[src/rtl/trng_ctrl.sv]
// trng_ctrl: sequences a ring-oscillator TRNG macro. It warms the macro up,
// samples its output bit at a fixed divider rate and packs the bits into
// words (first bit lands in the MSB). A repetition-count health test runs on
// the bit stream. Finished words are offered on a valid/ready handshake.
module trng_ctrl #(
    parameter int WORD_WIDTH    = 32,
    parameter int WARMUP_CYCLES = 64,
    parameter int SAMPLE_DIV    = 4,
    parameter int REP_LIMIT     = 16
) (
    input  logic                  clk,
    input  logic                  reset,
    input  logic                  enable,
    input  logic                  clear_err,
    output logic                  trng_en,
    input  logic                  trng_out,
    output logic [WORD_WIDTH-1:0] data_o,
    output logic                  valid_o,
    input  logic                  ready_i,
    output logic                  busy_o,
    output logic                  error_o
);

    localparam int WARM_W = $clog2(WARMUP_CYCLES) + 1;
    localparam int DIV_W  = $clog2(SAMPLE_DIV) + 1;
    localparam int CNT_W  = $clog2(WORD_WIDTH) + 1;
    localparam int REP_W  = $clog2(REP_LIMIT) + 1;

    localparam logic [WARM_W-1:0] WARM_LAST = WARM_W'(WARMUP_CYCLES - 1);
    localparam logic [DIV_W-1:0]  DIV_LAST  = DIV_W'(SAMPLE_DIV - 1);
    localparam logic [CNT_W-1:0]  WORD_LAST = CNT_W'(WORD_WIDTH - 1);
    localparam logic [REP_W-1:0]  REP_MAX   = REP_W'(REP_LIMIT);
    localparam logic [REP_W-1:0]  REP_ONE   = REP_W'(1);

    typedef enum logic [2:0] {
        IDLE,
        WARMUP,
        COLLECT,
        HOLD,
        ERROR
    } state_t;

    state_t                  state_reg, state_next;
    logic                    bit_q;
    logic [WARM_W-1:0]       warm_reg, warm_next;
    logic [DIV_W-1:0]        div_reg, div_next;
    logic [CNT_W-1:0]        cnt_reg, cnt_next;
    // rep_reg == 0 means "no previous sample since warm-up"
    logic [REP_W-1:0]        rep_reg, rep_next;
    logic                    prev_reg, prev_next;
    logic [WORD_WIDTH-1:0]   shreg_reg, shreg_next;
    logic [WORD_WIDTH-1:0]   data_reg, data_next;
    logic                    valid_reg, valid_next;
    logic                    error_reg, error_next;

    logic [WORD_WIDTH-1:0]   shreg_shift;
    logic [REP_W-1:0]        rep_upd;

    // The macro is only powered while it is actually producing bits.
    assign trng_en = (state_reg == WARMUP) || (state_reg == COLLECT);
    assign busy_o  = trng_en;
    assign data_o  = data_reg;
    assign valid_o = valid_reg;
    assign error_o = error_reg;

    // Shifted word and updated repetition count for a sample taken this cycle.
    always_comb begin
        shreg_shift = {shreg_reg[WORD_WIDTH-2:0], bit_q};
        rep_upd     = REP_ONE;
        if (rep_reg != '0 && bit_q == prev_reg) begin
            rep_upd = (rep_reg == REP_MAX) ? rep_reg : rep_reg + REP_ONE;
        end
    end

    // Next-state and datapath decisions for the controller FSM.
    always_comb begin
        state_next = state_reg;
        warm_next  = warm_reg;
        div_next   = div_reg;
        cnt_next   = cnt_reg;
        rep_next   = rep_reg;
        prev_next  = prev_reg;
        shreg_next = shreg_reg;
        data_next  = data_reg;
        valid_next = valid_reg;
        error_next = error_reg;

        case (state_reg)
            IDLE: begin
                if (enable) begin
                    state_next = WARMUP;
                    warm_next  = '0;
                end
            end

            WARMUP: begin
                if (!enable) begin
                    state_next = IDLE;
                end else if (warm_reg == WARM_LAST) begin
                    state_next = COLLECT;
                    div_next   = '0;
                    cnt_next   = '0;
                    rep_next   = '0;
                end else begin
                    warm_next = warm_reg + WARM_W'(1);
                end
            end

            COLLECT: begin
                if (!enable) begin
                    // Partial word is dropped; bit count restarts next time.
                    state_next = IDLE;
                    div_next   = '0;
                    cnt_next   = '0;
                end else if (div_reg == DIV_LAST) begin
                    div_next   = '0;
                    shreg_next = shreg_shift;
                    prev_next  = bit_q;
                    rep_next   = rep_upd;
                    // A failed health test wins over completing the word.
                    if (rep_upd == REP_MAX) begin
                        state_next = ERROR;
                        error_next = 1'b1;
                        valid_next = 1'b0;
                        cnt_next   = '0;
                    end else if (cnt_reg == WORD_LAST) begin
                        state_next = HOLD;
                        data_next  = shreg_shift;
                        valid_next = 1'b1;
                        cnt_next   = '0;
                    end else begin
                        cnt_next = cnt_reg + CNT_W'(1);
                    end
                end else begin
                    div_next = div_reg + DIV_W'(1);
                end
            end

            HOLD: begin
                if (valid_reg && ready_i) begin
                    valid_next = 1'b0;
                    if (enable) begin
                        state_next = COLLECT;
                        div_next   = '0;
                    end else begin
                        state_next = IDLE;
                    end
                end
            end

            ERROR: begin
                if (clear_err) begin
                    state_next = IDLE;
                    error_next = 1'b0;
                end
            end

            default: begin
                state_next = IDLE;
            end
        endcase
    end

    // State and datapath registers; the raw TRNG bit is re-registered every cycle.
    always_ff @(posedge clk) begin
        if (reset) begin
            state_reg <= IDLE;
            bit_q     <= 1'b0;
            warm_reg  <= '0;
            div_reg   <= '0;
            cnt_reg   <= '0;
            rep_reg   <= '0;
            prev_reg  <= 1'b0;
            shreg_reg <= '0;
            data_reg  <= '0;
            valid_reg <= 1'b0;
            error_reg <= 1'b0;
        end else begin
            state_reg <= state_next;
            bit_q     <= trng_out;
            warm_reg  <= warm_next;
            div_reg   <= div_next;
            cnt_reg   <= cnt_next;
            rep_reg   <= rep_next;
            prev_reg  <= prev_next;
            shreg_reg <= shreg_next;
            data_reg  <= data_next;
            valid_reg <= valid_next;
            error_reg <= error_next;
        end
    end

endmodule

[config.mk]
export PLATFORM = sky130hd
export DESIGN_NAME = trng_ctrl
export DESIGN_NICKNAME = d
export VERILOG_FILES = /design/src/rtl/trng_ctrl.sv
export SDC_FILE = /design/constraint.sdc
export NUM_CORES = 1
export LEC_CHECK = 0
export ABC_AREA = 1
export CAP_MARGIN = 20
export CORE_ASPECT_RATIO = 1.4
export CORE_UTILIZATION = 30
export CTS_CLUSTER_DIAMETER = 120
export DETAILED_ROUTE_END_ITERATION = 6
export DONT_BUFFER_PORTS = 1
export MAX_ROUTING_LAYER = met4
export PLACE_DENSITY = 0.56
export SLEW_MARGIN = 20
export SYNTH_ARGS = -nofsm -noshare
export SYNTH_HDL_FRONTEND = slang
export SYNTH_SLANG_ARGS = --single-unit
[constraint.sdc]
create_clock -name clk -period 2.3 [get_ports clk]
set_input_delay 0.46 -clock clk [delete_from_list [all_inputs] [get_ports clk]]
set_output_delay 0.46 -clock clk [all_outputs]
set_load 0.01 [all_outputs]
==> key figures, run 1 <==
Floorplanning
  – Full die area: 13400 µm²
  – IO Count: 42
  – Initial cell density of the core: 31.1%
  – Standard-cell rows: 48
  – Core area: 12400 µm²
  – Die outline height: 136 µm
  – Width of the die: 97.9 µm

Logic synthesis
  – Cell type contributing the most total cell area after synthesis: dfxtp_1
  – Post-synthesis instance area: 3870 µm²
  – Leading cell type by number of instances after synthesis: dfxtp_1
  – Synth top cells by count: dfxtp_1 (90), nor2_1 (82), inv_1 (71)
  – Number of instances in the synthesized netlist: 524
  – Register area share after synthesis: 46.6%
  – Predominant post-synthesis flop cell: dfxtp_1
  – Post-synth ARST share: 0%
  – Count of distinct cell types in the synthesized netlist: 31
  – Synth Warn #: 0
  – Number of nets produced by synthesis: 535
  – Post-synthesis register bit count: 90
  – Leading cell types by total area after synthesis: dfxtp_1 (47%), nor2_1 (8.0%), inv_1 (6.9%), a21oi_1 (6.7%), nand2_1 (6.1%)
  – Mapped Avg Cell Area: 7.38 µm²
  – Number of enable-type register cells in the synthesized netlist: 0
  – Area fraction of the dominant cell type after synthesis: 46.6%

Place
  – Number of input and output port buffers inserted: 0
  – Placed wire-length estimate after detailed placement: 5.16 mm
  – Gpl congestion: 0.803
  – Post-Place Cell Area: 3970 µm²

Power and ir drop
  – NetSw: 0.00106 W
  – Power Internal: 0.00250 W
  – Gate power share: 15.5%
  – Power density over the cells: 839 nW/µm²
  – Share of total power in sequential cells: 46.0%
  – Clock power frac: 38.5%
  – Switching fraction of total power: 29.7%
  – Worst vdd ir: 0.000375 V
  – Leakage power figure: 1.77 nW

Route
  – Routed via count divided by cell count: 4.59
  – Antenna-violating nets left: 0
  – Final routed wire length divided by cell count: 11.2 µm
  – Wirelength, routed: 7.53 mm
  – Violation count after the first detailed-routing iteration: 83
  – Pre-antenna DRT Iters: 6
  – Via total after detailed routing: 3079
  – Remaining design rule violation count: 5

Setup path
  – Number of buffer and inverter instances along the worst setup path: 2
  – Kind of cell adding the most delay to the critical path: simple AND/OR/NAND/NOR gates
  – Critical path arrival: 2210 ps
  – Slowest Stage Delay on Critical Path: 410 ps
  – Slowest library cell on the worst path: dfxtp_1
  – Worst setup EP type: register
  – Sort of element at the start of the critical path: register
  – Required time worst endpoint: 2520 ps
  – Critical-path maximum fanout: 47
  – Worst Path Class, Setup: reg -> reg
  – Worst setup slack for register-to-register paths: 310 ps
  – Cell mode on critical path: nor2_4
  – Critical path, cell by cell: inv_1 > ha_1 > nand2_2 > nand2_1 > nor2_4 > nor2_4 > nand2_4 > nand3_4 > buf_12 > o21ai_1 > a21oi_1

Finish
  – Layout cells sized above 1: 8.06%
  – Largest register FFs: 32
  – Diodes inserted: 0
  – Final net count: 527
  – Util after Layout: 34.1%
  – Filler cell count in the final layout: 1301
  – Post-route standard cell area excluding fillers: 4240 µm²
  – Area growth from synthesis to layout: 9.77%

GRT
  – Global-route usage over all layers: 12.5%
  – Antenna violations before repair: 0
  – Largest net degree at the start of global routing: 68
  – GRT overflow: 0
  – Global-route wire length before repair: 13.1 mm
  – Number of global-route vias before repair: 2870

Timing
  – Summed negative setup slack over all endpoints: 0 ps
  – Setup clock skew after layout: 4.66 ps
  – Worst max-slew margin expressed relative to the limit: 64.8%
  – Final cycle utilization of the critical path: 86.4%
  – Number of failing setup endpoints in the final timing report: 0
  – Number of max-slew violations in the final report: 0
  – Achievable Freq: 503 MHz
  – Transition time at the pin with the least slew margin: 523 ps
  – RSZ-0062 raised after global routing: false
  – Number of hold violations in the final report: 0
  – Final critical-path required period: 1990 ps

Clock tree
  – Clock sink count: 90
  – Number of clock buffers inserted by TritonCTS: 9
  – Register clock-pin slew on the reported worst setup and hold paths: 70 ps
  – Clk Latency, worst-skew pair: 340 ps
  – TritonCTS clock tree: done
  – Number of hold buffers added after cts: 0
  – Total of cells resized after clock tree synthesis: 0
  – CTS root buffer: clkbuf_16
  – Buffers from clock root to sink, at most: 2
  – Post-CTS setup buffers: 0
  – H-tree depth: 3

Worst hold path
  – Tightest Hold Check Type: in -> reg

Status
  – Result of the run: complete, but fails checks
  – Failing checks: DRC

Flow run
  – Max-cap violations: 0
worst register-to-register path, stage by stage, from the launching register on:
cell,delay [ps]
dfxtp_1,410
inv_1,90
ha_1,240
nand2_2,100
nand2_1,90
nor2_4,140
nor2_4,60
nand2_4,100
nand3_4,200
buf_12,250
o21ai_1,150
a21oi_1,50
power by group through the flow:
stage	combinational [W]	sequential, W	clock [W]
2_1_floorplan	0.000470	0.00166	0
3_3_place_gp	0.000546	0.00167	0
3_5_place_dp	0.000552	0.00167	0
4_1_cts	0.000556	0.00164	0.00143
5_1_grt	0.000638	0.00164	0.00149
6_report	0.000552	0.00164	0.00137
worst paths after layout:
| check | start | end | cells after the start |
|---|---|---|---|
| setup / recovery | rep_reg[0]$_SDFFE_PP0P_ | data_o[17]$_SDFFE_PP0P_ | 11 |
| hold reg to reg | div_reg[2]$_SDFFE_PP0P_ | div_reg[2]$_SDFFE_PP0P_ | 2 |
| hold / removal | reset | warm_reg[1]$_SDFFE_PP0P_ | 1 |
| setup reg to reg | rep_reg[0]$_SDFFE_PP0P_ | data_o[17]$_SDFFE_PP0P_ | 11 |
layout make-up:
type	instances	area (µm²)	share of cell area [%]
Multi-Input combinational cell	334	1630	38.5
Timing Repair Buffer	4	55.1	1.30
Clock buffer	9	225	5.31
Inverter	77	289	6.81
Sequential cell	90	1800	42.5
Clock inverter	7	51.3	1.21
Tap cell	150	188	4.42
cells by family after synthesis:
family	Yosys count	synth area share [%]
simple gates	192	22.1
compound gates	133	17.6
buf+inv	100	11.1
flops	90	46.6
fa+ha+maj	5	1.62
xor+xnor	4	0.906
cells in the final DEF, fill, tap and decap left out, types with 2 or more instances in the layout:
cell type | synthesis | routed
nor3_1 | 5 | 5
nor2_4 | 5 | 5
nor2_2 | 3 | 3
nand3_1 | 18 | 18
nand2_1 | 63 | 63
a21oi_1 | 52 | 52
buf_12 | 0 | 2
nand2_2 | 5 | 5
clkbuf_16 | 0 | 9
buf_4 | 3 | 2
xor2_1 | 4 | 4
nor2_1 | 82 | 82
ha_1 | 5 | 5
nand4_1 | 6 | 6
o21bai_1 | 2 | 2
o21ai_0 | 47 | 47
inv_1 | 71 | 71
dfxtp_1 | 90 | 90
clkinv_2 | 0 | 2
o21ai_1 | 29 | 29
clkinvlp_4 | 0 | 2
inv_2 | 5 | 5
inv_6 | 0 | 3
metal layers:
layer | global-route usage (%) | share of wire, % | up-vias
li1 | - | - | 1665
met1 | 14.1 | 47 | 1359
met2 | 20.5 | 46 | 44
met3 | 4.32 | 5.4 | 11
met4 | 4.97 | 1.6 | 0
met5 | - | 0 | -
through the flow:
step                      setup slack [ps]  instances  hold slack [ps]  power [W]
final                                  312        671              182    0.00356
after global routing                  73.9        671              168    0.00377
after CTS                              309        671              164    0.00362
after detailed placement               312        655              451    0.00222
after global placement                 369        655              447    0.00222
after floorplan                        659        524              433    0.00213
Note: power is estimated with default switching activity, not from simulation.
==> run 2, diff against run 1 <==
--- a/config.mk
+++ b/config.mk
@@ -7,7 +7,7 @@
 export LEC_CHECK = 0
 export ABC_AREA = 1
 export CAP_MARGIN = 20
-export CORE_ASPECT_RATIO = 1.4
+export CORE_MARGIN = 5
 export CORE_UTILIZATION = 30
 export CTS_CLUSTER_DIAMETER = 120
 export DETAILED_ROUTE_END_ITERATION = 6
==> key figures, run 2 (synthesized netlist as in run 1, its figures left out) <==
Setup path
  – Critical path arrival: 2310 ps (was 2210 ps)
  – Critical-path maximum fanout: 29 (was 47)
  – Worst Path Class, Setup: reg -> reg (unchanged)
  – Critical path, cell by cell: inv_1 > ha_1 > nand2_2 > nand2_1 > nor2_4 > nor2_4 > nand2_4 > nand3_4 > buf_12 > o21ai_0 > a21oi_1 (was inv_1 > ha_1 > nand2_2 > nand2_1 > nor2_4 > nor2_4 > nand2_4 > nand3_4 > buf_12 > o21ai_1 > a21oi_1)
  – Required time worst endpoint: 2510 ps (was 2520 ps)
  – Slowest Stage Delay on Critical Path: 410 ps (about the same)
  – Worst setup EP type: register (unchanged)
  – Slowest library cell on the worst path: dfxtp_1 (unchanged)
  – Sort of element at the start of the critical path: register (unchanged)
  – Cell mode on critical path: nor2_4 (unchanged)

Clock tree
  – Post-CTS setup buffers: 0 (unchanged)
  – Register clock-pin slew on the reported worst setup and hold paths: 60 ps (was 70 ps)
  – TritonCTS clock tree: done (unchanged)
  – H-tree depth: 3 (unchanged)
  – Buffers from clock root to sink, at most: 2 (unchanged)
  – Clk Latency, worst-skew pair: 340 ps (about the same)
  – Number of clock buffers inserted by TritonCTS: 9 (unchanged)
  – Clock sink count: 90 (unchanged)
  – Total of cells resized after clock tree synthesis: 0 (unchanged)
  – CTS root buffer: clkbuf_16 (unchanged)
  – Number of hold buffers added after cts: 0 (unchanged)

Timing
  – Transition time at the pin with the least slew margin: 472 ps (was 523 ps)
  – Number of hold violations in the final report: 0 (unchanged)
  – Final cycle utilization of the critical path: 91.1% (was 86.4%)
  – Summed negative setup slack over all endpoints: 0 ps (unchanged)
  – RSZ-0062 raised after global routing: false (unchanged)
  – Final critical-path required period: 2100 ps (was 1990 ps)
  – Number of max-slew violations in the final report: 0 (unchanged)
  – Achievable Freq: 477 MHz (was 503 MHz)
  – Setup clock skew after layout: 5.42 ps (was 4.66 ps)
  – Worst max-slew margin expressed relative to the limit: 68.2% (was 64.8%)
  – Number of failing setup endpoints in the final timing report: 0 (unchanged)
  – Worst hold slack: 188 ps (was 182 ps)

Finish
  – Highest-count cells in the layout ignoring fill and taps: dfxtp_1 (90), nor2_1 (82), inv_1 (71), nand2_1 (63), a21oi_1 (52) (unchanged)
  – Finished Layout Cells: 696 (was 671)
  – Util after Layout: 34.5% (was 34.1%)
  – Largest register FFs: 32 (unchanged)
  – Area growth from synthesis to layout: 12.7% (was 9.77%)
  – Final net count: 530 (was 527)
  – Diodes inserted: 0 (unchanged)
  – Commonest non-fill, non-tap cell in the layout: dfxtp_1 (unchanged)
  – Post-route standard cell area excluding fillers: 4360 µm² (was 4240 µm²)
  – Layout cells sized above 1: 8.21% (was 8.06%)

Floorplanning
  – Core area: 12600 µm² (was 12400 µm²)
  – Die outline height: 124 µm (was 136 µm)
  – Initial cell density of the core: 30.6% (was 31.1%)
  – Width of the die: 124 µm (was 97.9 µm)
  – IO Count: 42 (unchanged)
  – Full die area: 15300 µm² (was 13400 µm²)
  – Standard-cell rows: 41 (was 48)

Route
  – Final routed wire length divided by cell count: 11.7 µm (was 11.2 µm)
  – Antenna-violating nets left: 0 (unchanged)
  – Routed via count divided by cell count: 4.53 (was 4.59)
  – Violation count after the first detailed-routing iteration: 126 (was 83)
  – Pre-antenna DRT Iters: 4 (was 6)
  – Wirelength, routed: 8.16 mm (was 7.53 mm)
  – Remaining design rule violation count: 0 (was 5)
  – Via total after detailed routing: 3152 (was 3079)

Place
  – Gpl congestion: 0.785 (was 0.803)
  – Post-Place Cell Area: 4000 µm² (was 3970 µm²)
  – Placed wire-length estimate after detailed placement: 5.66 mm (was 5.16 mm)
  – Number of input and output port buffers inserted: 0 (unchanged)
  – Placed insts: 679 (was 655)

Power and ir drop
  – Worst vdd ir: 0.000350 V (was 0.000375 V)
  – Power density over the cells: 888 nW/µm² (was 839 nW/µm²)
  – Leakage power figure: 1.81 nW (was 1.77 nW)

GRT
  – Largest net degree at the start of global routing: 41 (was 68)
  – Antenna violations before repair: 0 (unchanged)
  – Global-route usage over all layers: 11.3% (was 12.5%)
  – Global-route wire length before repair: 13.4 mm (was 13.1 mm)
  – GRT overflow: 0 (unchanged)
  – Number of global-route vias before repair: 2953 (was 2870)

Flow run
  – Max-cap violations: 0 (unchanged)

Status
  – Result of the run: finished, final reports clean (was complete, but fails checks)

Worst hold path
  – Tightest Hold Check Type: in -> reg (unchanged)
## run 2: changes by cell type in the layout (fill, tap and decap cells not counted), sizes merged
cell      previous run  this run
nand3               19        20
clkbuf               9        12
clkinvlp             2         0
bufinv               0         3
inv                 79        76
buf                  4         6
clkinv               3         2
## run 2: report_power, final
| part | internal [W] | switching [W] |
|---|---|---|
| logic | 0.000165 | 0.000390 |
| registers | 0.00160 | 0.0000416 |
| clock network | 0.00109 | 0.000583 |
| total | 0.00286 | 0.00101 |
## run 2: per-stage QoR
stage	setup slack [ps]	total power [W]
global route	44.0	0.00407
CTS	123	0.00392
floorplan	659	0.00213
detailed placement	133	0.00223
finish	204	0.00387
global placement	211	0.00222
## run 2: per-layer routing
| layer | part of all wire [%] | global-route usage [%] | vias up |
|---|---|---|---|
| li1 | - | - | 1676 |
| met1 | 47 | 13.3 | 1416 |
| met2 | 45 | 18.0 | 50 |
| met3 | 5.7 | 2.88 | 10 |
| met4 | 1.6 | 5.26 | 0 |
| met5 | 0 | - | - |
## run 2: area by class of cell
| type | count | area (µm²) |
|---|---|---|
| multi-input cells | 335 | 1640 |
| clock inverters | 4 | 98.8 |
| fillers | 1372 | 8260 |
| flip-flops and latches | 90 | 1800 |
| inverters | 77 | 289 |
| repair buffers | 6 | 61.3 |
| well taps | 172 | 215 |
| clock buffers | 12 | 246 |
## run 2: worst max-delay path, delay by kind of cell, from the launching register on
kind / cells / cell delay (ps)
and+or+nand+nor: 6 / 680
DFF: 1 / 410
AOI/OAI and AO/OA: 2 / 340
buffers and inverters: 2 / 300
adders and majority gates: 1 / 240
## run 2: final timing paths
kind / cells after the start / slack (ps) / endpoint / start
worst min-delay path: 1 / 190 / rep_reg[2]$_SDFFE_PP0P_ / reset
worst max-delay path: 11 / 200 / data_o[0]$_SDFFE_PP0P_ / rep_reg[0]$_SDFFE_PP0P_
worst max register to register: 11 / 200 / data_o[0]$_SDFFE_PP0P_ / rep_reg[0]$_SDFFE_PP0P_
worst min register to register: 2 / 460 / div_reg[2]$_SDFFE_PP0P_ / div_reg[2]$_SDFFE_PP0P_
==> run 3, diff against run 2 <==
--- a/config.mk
+++ b/config.mk
@@ -7,7 +7,6 @@
 export LEC_CHECK = 0
 export ABC_AREA = 1
 export CAP_MARGIN = 20
-export CORE_MARGIN = 5
 export CORE_UTILIZATION = 30
 export CTS_CLUSTER_DIAMETER = 120
 export DETAILED_ROUTE_END_ITERATION = 6
==> key figures, run 3 (synthesized netlist as in run 1, its figures left out) <==
GRT
  – Number of global-route vias before repair: 2852 (was 2953)
  – Antenna violations before repair: 0 (unchanged)
  – Global-route wire length before repair: 12.6 mm (was 13.4 mm)
  – Global-route usage over all layers: 12.6% (was 11.3%)
  – Largest net degree at the start of global routing: 65 (was 41)
  – GRT overflow: 0 (unchanged)

Finish
  – Largest register FFs: 32 (unchanged)
  – Commonest non-fill, non-tap cell in the layout: dfxtp_1 (unchanged)
  – Diodes inserted: 0 (unchanged)
  – Layout cells sized above 1: 8.24% (was 8.21%)
  – Area growth from synthesis to layout: 10.6% (was 12.7%)
  – Highest-count cells in the layout ignoring fill and taps: dfxtp_1 (90), nor2_1 (82), inv_1 (71), nand2_1 (63), a21oi_1 (52) (unchanged)
  – Util after Layout: 34.0% (was 34.5%)
  – Final net count: 529 (was 530)
  – Filler cell count in the final layout: 1361 (was 1372)

Route
  – Via total after detailed routing: 3157 (was 3152)
  – Antenna-violating nets left: 0 (unchanged)
  – Wirelength, routed: 7.61 mm (was 8.16 mm)
  – Pre-antenna DRT Iters: 4 (unchanged)
  – Remaining design rule violation count: 0 (unchanged)
  – Violation count after the first detailed-routing iteration: 179 (was 126)
  – Routed via count divided by cell count: 4.55 (was 4.53)
  – Final routed wire length divided by cell count: 11.0 µm (was 11.7 µm)

Floorplanning
  – Core area: 12600 µm² (about the same)
  – Width of the die: 116 µm (was 124 µm)
  – Initial cell density of the core: 30.8% (was 30.6%)
  – Die outline height: 116 µm (was 124 µm)
  – Full die area: 13300 µm² (was 15300 µm²)
  – IO Count: 42 (unchanged)
  – Standard-cell rows: 41 (unchanged)

Timing
  – RSZ-0062 raised after global routing: false (unchanged)
  – Transition time at the pin with the least slew margin: 509 ps (was 472 ps)
  – Worst max-slew margin expressed relative to the limit: 65.7% (was 68.2%)
  – Summed negative setup slack over all endpoints: 0 ps (unchanged)
  – Least setup slack across all paths after layout: 384 ps (was 204 ps)
  – Number of failing setup endpoints in the final timing report: 0 (unchanged)
  – Final cycle utilization of the critical path: 83.3% (was 91.1%)
  – Achievable Freq: 522 MHz (was 477 MHz)
  – Setup clock skew after layout: 7.82 ps (was 5.42 ps)
  – Final critical-path required period: 1920 ps (was 2100 ps)
  – Number of max-slew violations in the final report: 0 (unchanged)
  – Number of hold violations in the final report: 0 (unchanged)

Clock tree
  – Post-CTS setup buffers: 0 (unchanged)
  – Total of cells resized after clock tree synthesis: 0 (unchanged)
  – Clock sink count: 90 (unchanged)
  – CTS root buffer: clkbuf_16 (unchanged)
  – Buffers from clock root to sink, at most: 2 (unchanged)
  – TritonCTS clock tree: done (unchanged)
  – Clk Latency, worst-skew pair: 340 ps (about the same)
  – Number of clock buffers inserted by TritonCTS: 9 (unchanged)
  – Register clock-pin slew on the reported worst setup and hold paths: 60 ps (about the same)
  – H-tree depth: 3 (unchanged)
  – Number of hold buffers added after cts: 0 (unchanged)

Power and ir drop
  – Clock power frac: 38.6% (was 43.3%)
  – Leakage power figure: 1.78 nW (was 1.81 nW)
  – Gate power share: 15.4% (was 14.3%)
  – Worst vdd ir: 0.000383 V (was 0.000350 V)
  – Power Internal: 0.00255 W (was 0.00286 W)
  – NetSw: 0.00102 W (was 0.00101 W)
  – Power density over the cells: 833 nW/µm² (was 888 nW/µm²)
  – Share of total power in sequential cells: 46.0% (was 42.3%)
  – Switching fraction of total power: 28.6% (was 26.2%)

Status
  – Result of the run: finished, final reports clean (unchanged)

Place
  – Gpl congestion: 0.878 (was 0.785)
  – Post-Place Setup Slack: 397 ps (was 133 ps)
  – Number of input and output port buffers inserted: 0 (unchanged)
  – Placed wire-length estimate after detailed placement: 5.32 mm (was 5.66 mm)

Setup path
  – Sort of element at the start of the critical path: register (unchanged)
  – Critical path arrival: 2190 ps (was 2310 ps)
  – Worst Path Class, Setup: reg -> reg (unchanged)
  – Critical-path maximum fanout: 64 (was 29)
  – Worst setup EP type: register (unchanged)
  – Required time worst endpoint: 2570 ps (was 2510 ps)

Flow run
  – Max-cap violations: 0 (unchanged)

Worst hold path
  – Tightest Hold Check Type: in -> reg (unchanged)
-- run 3: changes by cell type in the layout (fill, tap and decap cells not counted), sizes merged --
cell / change
clkbuf: -1
nand3: -1
clkinv: +3
bufinv: -3
-- run 3: metal layers --
layer  global-route usage, %  part of all wire, %
met1                    13.7                   46
met2                    20.0                   45
met3                    3.66                  6.1
met4                    8.14                  2.9
met5                       -                    0
-- run 3: stage by stage --
step	instance area [µm²]	hold slack, ps	total power, W	std cells
after floorplan	3870	433	0.00213	524
after global placement	4000	445	0.00222	679
after detailed placement	4000	445	0.00222	679
after CTS	4280	168	0.00361	694
after global routing	4280	172	0.00376	694
final	4280	181	0.00356	694
-- run 3: final timing paths --
| path | start | end | slack, ps | cells past startpoint |
|---|---|---|---|---|
| setup / recovery | rep_reg[0]$_SDFFE_PP0P_ | data_o[2]$_SDFFE_PP0P_ | 380 | 12 |
| hold / removal | reset | warm_reg[1]$_SDFFE_PP0P_ | 180 | 1 |
| setup reg to reg | rep_reg[0]$_SDFFE_PP0P_ | data_o[2]$_SDFFE_PP0P_ | 380 | 12 |
| hold reg to reg | div_reg[2]$_SDFFE_PP0P_ | div_reg[2]$_SDFFE_PP0P_ | 460 | 2 |
-- run 3: critical path, stage by stage (launching register included) --
cell	delay, ps
dfxtp_1	420
inv_1	80
ha_1	240
nand3_1	90
nand2_1	60
inv_2	90
nand2_2	80
nor2_4	120
nand2_4	90
nand3_4	70
buf_12	240
o21ai_0	120
a21oi_1	130
-- run 3: cell type report --
class / instances / area [µm²] / share of cell area (%)
sequential: 90 / 1800 / 42.1
multi-input combinational: 334 / 1630 / 38.2
inverter: 77 / 289 / 6.76
clock buffer: 11 / 253 / 5.91
tap: 172 / 215 / 5.03
timing repair buffer: 6 / 57.6 / 1.35
clock inverter: 4 / 27.5 / 0.643
-- run 3: power by group through the flow --
stage	logic [W]	clock network, W	registers, W
after floorplan	0.000470	0	0.00166
after global placement	0.000545	0	0.00167
after detailed placement	0.000549	0	0.00167
after CTS	0.000557	0.00142	0.00164
after global routing	0.000640	0.00148	0.00164
final	0.000550	0.00138	0.00164
